<file path="src/rtl/conv_window_3x3.sv">
`default_nettype none
// ============================================================================
// Module      : conv_window_3x3
// Description : Sliding 3x3 window generator. Consumes a padded row-major
//               pixel stream and emits one 3x3 window (all channels packed
//               side by side) per interior position, (SIZE-2)^2 per frame.
// Revision    : 1.0 - initial release
// ============================================================================
module conv_window_3x3 #(
    parameter int N       = 8,
    parameter int CHANNEL = 3,
    parameter int SIZE    = 34
) (
    input  logic                     clk,
    input  logic                     rst_n,
    input  logic                     ce,
    input  logic                     din_vld,
    input  logic [CHANNEL*N-1:0]     din,
    output logic [9*CHANNEL*N-1:0]   win_dout,
    output logic                     win_vld,
    output logic                     win_end
);

    localparam int PW = CHANNEL * N;
    localparam int CW = $clog2(SIZE);
    localparam logic [CW-1:0] LAST = CW'(SIZE - 1);
    localparam logic [CW-1:0] TWO  = CW'(2);

    // Position counters, window registers and output strobes
    logic [CW-1:0] col_q, col_d;
    logic [CW-1:0] row_q, row_d;
    logic [PW-1:0] win_q [0:8];
    logic [PW-1:0] win_d [0:8];
    logic          vld_q, vld_d;
    logic          end_q, end_d;

    // Line buffers: lb0 holds row-2, lb1 holds row-1 at each column.
    // Never read before being rewritten within a frame, so left unreset.
    logic [PW-1:0] lb0_mem [0:SIZE-1];
    logic [PW-1:0] lb1_mem [0:SIZE-1];

    logic          w_accept;
    logic [PW-1:0] w_tap [0:2];

    assign w_accept = ce & din_vld;
    assign w_tap[0] = lb0_mem[col_q];
    assign w_tap[1] = lb1_mem[col_q];
    assign w_tap[2] = din;

    // Next-state: counter advance, window shift and strobe generation
    always_comb begin
        col_d = col_q;
        row_d = row_q;
        vld_d = 1'b0;
        end_d = 1'b0;
        for (int k = 0; k < 9; k++) begin
            win_d[k] = win_q[k];
        end

        if (!ce) begin
            // Synchronous clear: restart the frame, window contents hold
            col_d = '0;
            row_d = '0;
        end else if (w_accept) begin
            vld_d = (row_q >= TWO) && (col_q >= TWO);
            end_d = (row_q == LAST) && (col_q == LAST);

            if (col_q == LAST) begin
                col_d = '0;
                row_d = (row_q == LAST) ? '0 : row_q + 1'b1;
            end else begin
                col_d = col_q + 1'b1;
            end

            // Each window row shifts left; the newest column enters on the right
            for (int r = 0; r < 3; r++) begin
                win_d[3*r]     = win_q[3*r + 1];
                win_d[3*r + 1] = win_q[3*r + 2];
                win_d[3*r + 2] = w_tap[r];
            end
        end
    end

    // State registers with asynchronous reset
    always_ff @(posedge clk or negedge rst_n) begin
        if (!rst_n) begin
            col_q <= '0;
            row_q <= '0;
            vld_q <= 1'b0;
            end_q <= 1'b0;
            for (int k = 0; k < 9; k++) begin
                win_q[k] <= '0;
            end
        end else begin
            col_q <= col_d;
            row_q <= row_d;
            vld_q <= vld_d;
            end_q <= end_d;
            for (int k = 0; k < 9; k++) begin
                win_q[k] <= win_d[k];
            end
        end
    end

    // Line buffer update: row-1 moves down to row-2, new pixel becomes row-1
    always_ff @(posedge clk) begin
        if (w_accept) begin
            lb0_mem[col_q] <= lb1_mem[col_q];
            lb1_mem[col_q] <= din;
        end
    end

    // Window registers map straight onto the output taps, k = 3*row + col
    generate
        for (genvar k = 0; k < 9; k++) begin : g_taps
            assign win_dout[k*PW +: PW] = win_q[k];
        end
    endgenerate

    assign win_vld = vld_q;
    assign win_end = end_q;

endmodule
`default_nettype wire
</file>
<file path="config.mk">
export PLATFORM = sky130hd
export DESIGN_NAME = conv_window_3x3
export DESIGN_NICKNAME = d
export VERILOG_FILES = /design/src/rtl/conv_window_3x3.sv
export SDC_FILE = /design/constraint.sdc
export NUM_CORES = 2
export LEC_CHECK = 0
export ABC_AREA = 1
export ABC_CLOCK_PERIOD_IN_PS = 5200
export BUFFER_PORTS_ARGS = -buffer_cell sky130_fd_sc_hd__buf_4
export CAP_MARGIN = 20
export CORE_ASPECT_RATIO = 1.75
export CORE_MARGIN = 10
export CORE_UTILIZATION = 40
export CTS_CLUSTER_SIZE = 14
export DETAILED_ROUTE_END_ITERATION = 7
export SYNTH_ARGS = -nofsm -noshare
export SYNTH_HDL_FRONTEND = slang
export SYNTH_SLANG_ARGS = --single-unit
</file>
<file path="constraint.sdc">
create_clock -name clk -period 5.2 [get_ports clk]
set_clock_uncertainty 0.15 [all_clocks]
set_input_delay 0.52 -clock clk [delete_from_list [all_inputs] [get_ports clk]]
set_output_delay 0.52 -clock clk [all_outputs]
set_load 0.05 [all_outputs]
</file>
==> reports/metrics.csv <==
stage,metric,value,unit
detailed_routing,Pre-antenna DRT Iters,6,
worst_setup_path,"reg-to-reg slack, setup",1.18,ns
global_routing,initial antenna violation count,4,
clock_tree,Worst-Skew Late Latency,0.83,ns
yosys,"EDFF count, synth",1632,
worst_setup_path,cell mode on critical path,nand2_1,
sta,RSZ-0062 raised after global routing,no,
detailed_routing,drt drc,0,
yosys,asr flop ratio synth,12.4,%
sta,Setup TNS,0,ns
global_routing,global-route wire length before repair,331000,um
sta,period utilization,77.3,%
yosys,Synthesized Nets,6783,
place,I/O Buffers,245,
yosys,syn avg cell area,11.1,um^2
yosys,Synth cell types,33,
floorplanning,core footprint,0.187,mm^2
detailed_routing,initial drt markers,4634,
yosys,Simple-Gate Fraction of Synth Area,18.7,%
yosys,largest family of logic cells by synthesized area,simple AND/OR/NAND/NOR gates,
yosys,synth top area cells,"edfxtp_1, nand2_1, dfrtp_1",
yosys,yosys warns,0,
floorplanning,DIE AREA,0.206,mm^2
worst_setup_path,RR Endpoint,row_q[1],
clock_tree,total CTS buffers,168,
yosys,synthesized flop and latch total,1862,
detailed_routing,Via density,5.26,
cells_and_area,Final nets,7011,
worst_setup_path,Worst Setup End Kind,flip-flop,
floorplanning,FP Rows,210,
clock_tree,clk sinks,1862,
job,max cap viols,0,
sta,Slew headroom,19.5,%
hold_path,WHS Path Cells,3,
clock_tree,root buffer cell,clkbuf_16,
hold_path,hold endpoint,win_dout[194],
power_and_ir_drop,Cell Pwr Density,385,mW/mm^2
floorplanning,I/O pins,246,
sta,hold violation total from the final report,0,
global_routing,GRT Resource Usage Total,21.6,%
detailed_routing,vias post-DR,50100,
clock_tree,CTS tree,yes,
yosys,post-synth top area share,65.4,%
global_routing,gr ovfl total,0,
yosys,Synth Area in Adders,0.100,%
detailed_routing,"wirelength, routed",228000,um
place,Placer Congestion,0.852,
power_and_ir_drop,Worst VDD drop,0.000260,V
power_and_ir_drop,LEAKAGE,33.7,nW
clock_tree,CTS HTree Levels,4,
yosys,Synth Flop Type,edfxtp_1,
sta,minimum clock period,4.02,ns
yosys,most frequent cells after synthesis,"nand2_1, edfxtp_1, nor2_1, o21ai_0, inv_1",
worst_setup_path,CP Cell Sequence,inv_4 > buf_4 > nand2_1 > nor2_1 > nand2_1 > nand2_1 > inv_1 > nand2_1 > o31ai_1 > dlygate4sd3_1,
cells_and_area,synth-to-layout area growth,13.9,%
worst_setup_path,Worst path max stage delay,0.73,ns
outcome,outcome,"finished, final reports clean",
detailed_routing,drt wl/cell,23.9,um
floorplanning,Initial Util,40.1,%
place,Placed Area,0.0803,mm^2
worst_setup_path,Critical Path AT,4.57,ns
yosys,mux contribution to synthesized area,0,%
sta,Pins Over Slew Limit,0,
yosys,mapped cell area,0.0750,mm^2
worst_setup_path,crit path launch type,flip-flop,
cells_and_area,design area,0.0854,mm^2
sta,Final setup viols,0,
floorplanning,width of the die,347,um
worst_setup_path,worst-case reg-to-reg path depth,10,
sta,Worst Max-Slew Pin Slew,1.21,ns
worst_setup_path,Critical-path top delay cell,dfrtp_4,
yosys,sequential area share after synthesis,73.1,%
global_routing,largest net degree at the start of global routing,202,
global_routing,number of global-route vias before repair,48300,
hold_path,worst hold path type,in -> reg,
sta,fmax,249,MHz
yosys,post-synth top area cell,edfxtp_1,
cells_and_area,# fillers,16800,
yosys,Post-Syn Instances,6749,
floorplanning,Die Y,593,um
worst_setup_path,CP max FO,41,
worst_setup_path,Setup CP Type,reg -> reg,
yosys,Synth Area in Compound Gates,4.76,%
clock_tree,"Reg clk slew, reported paths",0.07,ns
yosys,XOR/XNOR Fraction of Synth Area,0.0234,%
detailed_routing,ANT nets after route,0,
clock_tree,CTS Buffer Depth,4,
hold_path,hold_sp,din[2],
worst_setup_path,CP required,5.75,ns
place,DP Wirelength,132000,um
cells_and_area,share of cells above drive strength 1,10.1,%
yosys,"count leader, synth",nand2_1,
worst_setup_path,reg2reg start,col_q[2],
[through the flow]
stage | instances | setup slack, ns | utilization, % | hold WS, ns | power [mW]
floorplan | 6749 | 1.03 | - | 0.0744 | 19.9
finish | 9530 | 1.18 | 45.7 | 0.0260 | 32.9
global route | 9529 | 1.03 | 45.7 | 0.0443 | 33.9
CTS | 9527 | 1.30 | 45.7 | 0.00224 | 33.1
global placement | 9229 | 1.45 | 43.0 | 0.313 | 21.6
detailed placement | 9229 | 1.41 | 43.0 | 0.316 | 21.6
[cells by family (layout without fill, tap and decap cells)]
kind of cell,Yosys count,after routing
AOI/OAI and AO/OA,629,629
xor gates and xnor gates,2,2
adders and majority gates,6,6
buffers and inverters,629,969
DFF,1862,1862
other,0,3
and+or+nand+nor,3621,3621
[report_power, final]
group / leakage, nW / internal (mW) / switching [mW] / total (mW)
clock network: 2.39 / 6.33 / 5.31 / 11.6
logic: 13.8 / 0.988 / 3.12 / 4.10
registers: 17.5 / 16.8 / 0.320 / 17.2
total: 33.7 / 24.2 / 8.75 / 32.9
[registers in the layout, summed over array words and instances (netlist names)]
name / count
col_q: 6
lb0_mem: 816
win_dout: 216
win_end: 1
lb1_mem: 816
win_vld: 1
row_q: 6
[final cells by class]
type	instances	area [um^2]	area share, %
Timing Repair Buffer	418	3620	4.24
Inverter	269	1040	1.22
Antenna cell	3	7.51	0.00879
Clock inverter	33	249	0.292
Tap cell	2438	3050	3.57
Multi-Input combinational cell	4258	18000	21.0
Clock buffer	249	4660	5.46
Sequential cell	1862	54800	64.2
[placed cells by master, fill, tap and decap left out, drive strengths merged]
| cell | netlist | routed |
|---|---|---|
| a21oi | 78 | 78 |
| a22oi | 1 | 1 |
| and3 | 1 | 1 |
| buf | 181 | 402 |
| bufinv | 0 | 3 |
| clkbuf | 179 | 249 |
| clkinv | 0 | 26 |
| dfrtp | 230 | 230 |
| diode | 0 | 3 |
| dlygate4sd3 | 0 | 16 |
| edfxtp | 1632 | 1632 |
| ha | 6 | 6 |
| inv | 269 | 273 |
| nand2 | 2881 | 2881 |
| nand3 | 152 | 152 |
| nand3b | 1 | 1 |
| nand4 | 2 | 2 |
| nor2 | 507 | 507 |
| nor3 | 8 | 8 |
| nor4 | 2 | 2 |
| o211ai | 158 | 158 |
| o21ai | 379 | 379 |
| o21bai | 4 | 4 |
| o22ai | 8 | 8 |
| o31ai | 1 | 1 |
| or2 | 67 | 67 |
| xor2 | 2 | 2 |
[routing by layer]
layer  global-route usage, %  vias to the layer above  wire (um)
li1                        -                    22900          -
met1                    25.2                    24800      84800
met2                    39.2                     1879     118000
met3                    2.69                      484      13300
met4                    10.4                        2      11800
met5                       0                        -         13
[worst max-delay path, delay by kind of cell (launching register included)]
family                 cells  cell delay [ns]
buffers and inverters      4             1.96
DFF                        1             0.73
and+or+nand+nor            5             0.90
AOI/OAI and AO/OA          1             0.06
[what timing repair did]
action                    CTS  global route
buffers inserted            0             0
hold buffers               16             0
gates resized for setup     0             0
hold endpoints to repair  232             0
[worst max-delay path by stage]
stage | endpoint | startpoint | depth (start not counted) | slack, ns
2_1_floorplan | lb0_mem[0][0] | col_q[0] | 8 | 1.03
3_3_place_gp | lb0_mem[8][20] | col_q[2] | 10 | 1.45
3_5_place_dp | lb1_mem[22][7] | col_q[2] | 5 | 1.41
4_1_cts | row_q[1] | col_q[2] | 10 | 1.30
5_1_grt | row_q[1] | col_q[2] | 10 | 1.03
6_report | row_q[1] | col_q[2] | 10 | 1.18
Note: power is estimated with default switching activity, not from simulation.
